===== src/rtl/idct_block_scheduler.sv =====
// Frame sequencer for the pre-IDCT block path: walks Y then stacked U/V 8x8 blocks,
// overlapping Fetch of block k+1 with compute/write-back of block k on ping-pong banks.
module idct_block_scheduler #(
    parameter int Y_COLS  = 40,
    parameter int Y_ROWS  = 30,
    parameter int UV_COLS = 20,
    parameter int UV_ROWS = 60
) (
    input  logic       Clock_50,
    input  logic       Reset,
    input  logic       start,
    output logic       fetch_start,
    input  logic       fetch_finish,
    output logic [8:0] fetch_CA_init,
    output logic [8:0] fetch_RA_init,
    output logic       fetch_Y_finished,
    output logic       compute_start,
    input  logic       compute_finish,
    output logic [8:0] compute_CA_init,
    output logic [8:0] compute_RA_init,
    output logic       compute_Y_finished,
    output logic       bank_sel,
    output logic       busy,
    output logic       done
);

    localparam int          TOTAL_BLOCKS = Y_COLS * Y_ROWS + UV_COLS * UV_ROWS;
    localparam logic [11:0] TOTAL_W      = 12'(TOTAL_BLOCKS);
    localparam logic [5:0]  Y_COL_LAST   = 6'(Y_COLS - 1);
    localparam logic [5:0]  Y_ROW_LAST   = 6'(Y_ROWS - 1);
    localparam logic [5:0]  UV_COL_LAST  = 6'(UV_COLS - 1);

    typedef enum logic [2:0] {
        S_IDLE,
        S_LEADIN_START,
        S_LEADIN_WAIT,
        S_COMMON_START,
        S_COMMON_WAIT,
        S_LEADOUT_START,
        S_LEADOUT_WAIT,
        S_DONE
    } state_t;

    state_t      state_q;

    // Pointer to the next block to be fetched, plus the count of fetches issued.
    logic [5:0]  fcol_q, fcol_d;
    logic [5:0]  frow_q, frow_d;
    logic        freg_q, freg_d;
    logic [11:0] fetched_q;

    // *_out_q: a start is outstanding; *_fin_q: its finish has been seen.
    logic        f_out_q, f_fin_q;
    logic        c_out_q, c_fin_q;

    logic        fetch_start_q, compute_start_q;
    logic [8:0]  fetch_ca_q, fetch_ra_q;
    logic        fetch_reg_q;
    logic [8:0]  compute_ca_q, compute_ra_q;
    logic        compute_reg_q;
    logic        bank_sel_q, busy_q, done_q;

    logic        f_done, c_done, last_fetched;
    logic        issue_fetch, issue_compute, advance;

    always_comb begin
        fcol_d = fcol_q;
        frow_d = frow_q;
        freg_d = freg_q;
        if (!freg_q) begin
            if (fcol_q == Y_COL_LAST) begin
                fcol_d = 6'd0;
                if (frow_q == Y_ROW_LAST) begin
                    frow_d = 6'd0;
                    freg_d = 1'b1;
                end else begin
                    frow_d = frow_q + 6'd1;
                end
            end else begin
                fcol_d = fcol_q + 6'd1;
            end
        end else begin
            if (fcol_q == UV_COL_LAST) begin
                fcol_d = 6'd0;
                frow_d = frow_q + 6'd1;
            end else begin
                fcol_d = fcol_q + 6'd1;
            end
        end
    end

    // A finish pulse arriving in the wait cycle counts immediately, saving a cycle.
    always_comb begin
        f_done        = f_fin_q | (fetch_finish & f_out_q);
        c_done        = c_fin_q | (compute_finish & c_out_q);
        last_fetched  = (fetched_q == TOTAL_W);
        issue_fetch   = 1'b0;
        issue_compute = 1'b0;
        advance       = 1'b0;
        case (state_q)
            S_IDLE: begin
                issue_fetch = start;
            end
            S_LEADIN_WAIT: begin
                if (f_done) begin
                    advance       = 1'b1;
                    issue_compute = 1'b1;
                    issue_fetch   = !last_fetched;
                end
            end
            S_COMMON_WAIT: begin
                if (f_done && c_done) begin
                    advance       = 1'b1;
                    issue_compute = 1'b1;
                    issue_fetch   = !last_fetched;
                end
            end
            default: begin
                issue_fetch = 1'b0;
            end
        endcase
    end

    always_ff @(posedge Clock_50 or posedge Reset) begin
        if (Reset) begin
            state_q         <= S_IDLE;
            fcol_q          <= 6'd0;
            frow_q          <= 6'd0;
            freg_q          <= 1'b0;
            fetched_q       <= 12'd0;
            f_out_q         <= 1'b0;
            f_fin_q         <= 1'b0;
            c_out_q         <= 1'b0;
            c_fin_q         <= 1'b0;
            fetch_start_q   <= 1'b0;
            compute_start_q <= 1'b0;
            fetch_ca_q      <= 9'd0;
            fetch_ra_q      <= 9'd0;
            fetch_reg_q     <= 1'b0;
            compute_ca_q    <= 9'd0;
            compute_ra_q    <= 9'd0;
            compute_reg_q   <= 1'b0;
            bank_sel_q      <= 1'b0;
            busy_q          <= 1'b0;
            done_q          <= 1'b0;
        end else begin
            fetch_start_q   <= issue_fetch;
            compute_start_q <= issue_compute;
            done_q          <= 1'b0;

            if (fetch_finish && f_out_q) begin
                f_fin_q <= 1'b1;
                f_out_q <= 1'b0;
            end
            if (compute_finish && c_out_q) begin
                c_fin_q <= 1'b1;
                c_out_q <= 1'b0;
            end

            if (issue_fetch) begin
                fetch_ca_q  <= {fcol_q, 3'b000};
                fetch_ra_q  <= {frow_q, 3'b000};
                fetch_reg_q <= freg_q;
                fcol_q      <= fcol_d;
                frow_q      <= frow_d;
                freg_q      <= freg_d;
                fetched_q   <= fetched_q + 12'd1;
                f_out_q     <= 1'b1;
            end
            if (issue_compute) begin
                c_out_q <= 1'b1;
            end
            if (advance) begin
                bank_sel_q    <= ~bank_sel_q;
                compute_ca_q  <= fetch_ca_q;
                compute_ra_q  <= fetch_ra_q;
                compute_reg_q <= fetch_reg_q;
            end

            // Neither stage can answer in the cycle its start is high, so the
            // latch clears in the start cycles below never drop a real finish.
            case (state_q)
                S_IDLE: begin
                    if (start) begin
                        busy_q  <= 1'b1;
                        state_q <= S_LEADIN_START;
                    end
                end
                S_LEADIN_START: begin
                    f_fin_q <= 1'b0;
                    state_q <= S_LEADIN_WAIT;
                end
                S_LEADIN_WAIT: begin
                    if (f_done) begin
                        state_q <= last_fetched ? S_LEADOUT_START : S_COMMON_START;
                    end
                end
                S_COMMON_START: begin
                    f_fin_q <= 1'b0;
                    c_fin_q <= 1'b0;
                    state_q <= S_COMMON_WAIT;
                end
                S_COMMON_WAIT: begin
                    if (f_done && c_done) begin
                        state_q <= last_fetched ? S_LEADOUT_START : S_COMMON_START;
                    end
                end
                S_LEADOUT_START: begin
                    c_fin_q <= 1'b0;
                    state_q <= S_LEADOUT_WAIT;
                end
                S_LEADOUT_WAIT: begin
                    if (c_done) begin
                        done_q    <= 1'b1;
                        busy_q    <= 1'b0;
                        fcol_q    <= 6'd0;
                        frow_q    <= 6'd0;
                        freg_q    <= 1'b0;
                        fetched_q <= 12'd0;
                        f_out_q   <= 1'b0;
                        f_fin_q   <= 1'b0;
                        c_out_q   <= 1'b0;
                        c_fin_q   <= 1'b0;
                        state_q   <= S_DONE;
                    end
                end
                S_DONE: begin
                    state_q <= S_IDLE;
                end
                default: begin
                    state_q <= S_IDLE;
                end
            endcase
        end
    end

    assign fetch_start        = fetch_start_q;
    assign fetch_CA_init      = fetch_ca_q;
    assign fetch_RA_init      = fetch_ra_q;
    assign fetch_Y_finished   = fetch_reg_q;
    assign compute_start      = compute_start_q;
    assign compute_CA_init    = compute_ca_q;
    assign compute_RA_init    = compute_ra_q;
    assign compute_Y_finished = compute_reg_q;
    assign bank_sel           = bank_sel_q;
    assign busy               = busy_q;
    assign done               = done_q;

endmodule


===== config.mk =====
export PLATFORM = sky130hd
export DESIGN_NAME = idct_block_scheduler
export DESIGN_NICKNAME = d
export VERILOG_FILES = /design/src/rtl/idct_block_scheduler.sv
export SDC_FILE = /design/constraint.sdc
export NUM_CORES = 1
export LEC_CHECK = 0
export BUFFER_PORTS_ARGS = -buffer_cell sky130_fd_sc_hd__buf_2
export CAP_MARGIN = 20
export CELL_PAD_IN_SITES_DETAIL_PLACEMENT = 1
export CELL_PAD_IN_SITES_GLOBAL_PLACEMENT = 1
export CORE_MARGIN = 3
export CORE_UTILIZATION = 43
export DETAILED_ROUTE_END_ITERATION = 8
export HOLD_SLACK_MARGIN = 0.06
export PLACE_DENSITY_LB_ADDON = 0.1
export SETUP_SLACK_MARGIN = 0.02
export SYNTH_ARGS = -nofsm -noshare
export SYNTH_HDL_FRONTEND = slang
export SYNTH_SLANG_ARGS = --single-unit

===== constraint.sdc =====
create_clock -name Clock_50 -period 2.7 [get_ports Clock_50]
set_clock_uncertainty 0.1 [all_clocks]
set_input_delay 0.54 -clock Clock_50 [delete_from_list [all_inputs] [get_ports Clock_50]]
set_output_delay 0.54 -clock Clock_50 [all_outputs]
set_load 0.05 [all_outputs]

==> results.toml <==
[floorplanning]
core_sq_um = 6940
ios = 48
start_util_pct = 45.3
num_rows = 30
die_w_um = 91.5
die_y_um = 91.5
die_area_sq_um = 8380

[synthesis]
syn_avg_cell_area_sq_um = 9.77
synth_cell_type_count = 50
ys_seq_area_share_pct = 50.1
syn-instance-count = 322
synth_area_sq_um = 3150
synth_ff_type = "dfrtp_1"
yosys_warnings = 0
synthArstFlopShare_pct = 100
ys_ff_latch = 63
synth_edf_count = 0

[placed_design]
gp_congestion = 0.828
preCtsSetupSlack_ns = 0.267
dpl-instance-area_sq_um = 3390
hpwlAfterDp_mm = 5.21
port_buffers = 35

[detailed_routing]
drtIter0Drc = 92
route.final.wire_length_mm = 7.45
vias = 2477
wl_per_cell_um = 16.2
ant_nets = 0
vias_per_cell = 5.40
dr.pass1.iters = 4
drc_errors = 0

[cells_and_area]
final_common_cell = "dfrtp_1"
fin_area_sq_um = 3590
fill_cells = 812
nNetsFinal = 368
n_antenna_cell = 0
area_delta_synth_final_pct = 14.2
mostFrequentLayoutCells = "dfrtp_1 (63), nand2_1 (54), buf_2 (35)"
drive_above_1_share_pct = 21.8

[global_routing]
met1_usage_pct = 25.5
grt_pass1_wl_mm = 12.6
grt_max_degree = 37
grt_pass1_vias = 2507
top_usage_layer = "met2"
antenna_found_initial = 0
use_met2_pct = 29.6
grt_overflow = 0
grt_usage_pct = 19.0
grt_use_met3_pct = 4.97

[clocking]
cts_hold_buf = 0
clockBufferDepth = 2
cts_resized = 0
post_cts.repair.setup_buffers = 0
h-tree-depth = 3
clk_latency_ns = 0.34
cts_tree = "yes"
cts_sinks = 63
clk_transition_reported_paths_ns = 0.07
cts_root_buf = "clkbuf_8"
numCtsBuffers = 9

[critical_path]
rrSetupSlack_ns = 0.34
crit_fanout = 7
timing.rr.end = "frow_q[1]"
critical_path_class = "flip-flop to flip-flop"
required_ns = 2.87
r2r-start = "fcol_q[1]"
cp_slowest_cell = "or4_1"
critPathBufInv = 0
crit_path_end_kind = "flip-flop"
ff2ff_path_depth = 6
startpoint_type = "flip-flop"
critPathArrivalTime_ns = 2.53
crit_family = "simple AND/OR/NAND/NOR gates"
critPathMaxStageDelay_ns = 0.50
crit_chain = "ha_1 > nor4b_4 > nand3_1 > o21a_1 > or4_1 > a21oi_1"

[sta]
finalMaxSlewViolations = 0
setup_viol = 0
hold_violations = 0
max_slew_margin_pct = 57.2
fin_tns_setup_ns = 0
hold_ws_ns = 0.172
fmax_mhz = 423
final.setup.worst_slack_ns = 0.337
worstMarginPinSlew_ns = 0.642
min_period_over_period_pct = 87.5
post-route-min-period_ns = 2.36
rsz0062_at_grt = "no"

[power]
finalPower_uw = 3310
leakage_uw = 0.00174
p_per_area_nw_per_um2 = 920
peakVddDrop_mv = 0.247

[job]
maxCapViolations = 0

[outcome]
outcome = "completed"

[hold_path]
worstHoldPathType = "input port to async pin"
## worst max-delay path by stage
stage	startpoint	endpoint	slack [ns]	cells after the start
after floorplan	Reset	bank_sel	0.49	1
after CTS	fcol_q[1]	frow_q[1]	0.25	6
after global placement	fcol_q[1]	frow_q[1]	0.33	6
after detailed placement	fcol_q[1]	frow_q[1]	0.27	6
final	fcol_q[1]	frow_q[1]	0.34	6
after global routing	fetched_q[0]	fcol_q[0]	0.04	8
## cell families (layout without fill, tap and decap cells)
logic type | after synthesis | in the layout | share of synthesized area, %
buf+inv | 41 | 71 | 7.24
other cells | 1 | 12 | 0.119
compound gates | 75 | 75 | 15.1
flops | 63 | 63 | 50.1
mux | 16 | 16 | 5.61
fa+ha+maj | 5 | 5 | 1.99
simple gates | 118 | 118 | 18.8
xor+xnor | 3 | 3 | 1.07
## layout make-up
cell class	count	area [sq um]	area share, %
inverter	11	41.3	1.15
timing repair buffer	44	255	7.10
clock buffer	10	138	3.83
multi-input combinational	229	1400	39.0
tap	96	120	3.34
clock inverter	6	60.1	1.67
sequential	63	1580	43.9
## worst reg2reg max path: stages, from the launching register on
cell	delay, ns
dfrtp_1	0.41
ha_1	0.29
nor4b_4	0.31
nand3_1	0.26
o21a_1	0.26
or4_1	0.50
a21oi_1	0.16
## state kept, by name, summed over array words and instances (netlist names), 3 cells and up
register and flops:
fetched_q 12, compute_CA_init 6, compute_RA_init 6, fcol_q 6, fetch_CA_init 6, fetch_RA_init 6, frow_q 6, state_q 3
## metal layers
metal	part of all wire (%)	vias to the layer above
li1	-	1194
met1	49	1235
met2	46	43
met3	3.9	5
met4	1.3	0
met5	0	-
## synthesized netlist by cell type, types with 2 or more instances
library cell	instances	area (sq um)
a31o_2	2	17.5
and3_1	4	25.0
buf_6	2	22.5
nor4b_1	2	17.5
nand3_1	9	45.0
nand2_1	54	203
o31ai_1	6	45.0
or4_1	7	52.6
o21ai_0	19	95.1
nor2b_1	2	12.5
and4_1	2	17.5
clkbuf_1	7	26.3
mux2_2	13	146
nor3_1	4	20.0
inv_1	11	41.3
a21oi_1	25	125
buf_2	8	40.0
o21a_1	5	37.5
dfrtp_1	63	1580
a211o_1	2	17.5
nand4_1	5	31.3
mux2i_1	3	30.0
a211oi_1	3	22.5
nor2_1	14	52.6
buf_4	13	97.6
ha_1	5	62.6
or3_1	7	43.8
a31oi_1	3	18.8
## per-stage QoR
step	utilization (%)	instances
after floorplan	-	333
after global placement	48.8	443
after global routing	51.7	459
after detailed placement	48.8	443
after CTS	51.6	459
final	51.7	459
## where the power goes
group	leakage (uW)	internal, uW	switching [uW]
registers	0.000848	1110	176
clock network	0.0000981	446	378
logic	0.000796	371	824
total	0.00174	1930	1380
Power figures use the tool's default switching activity.
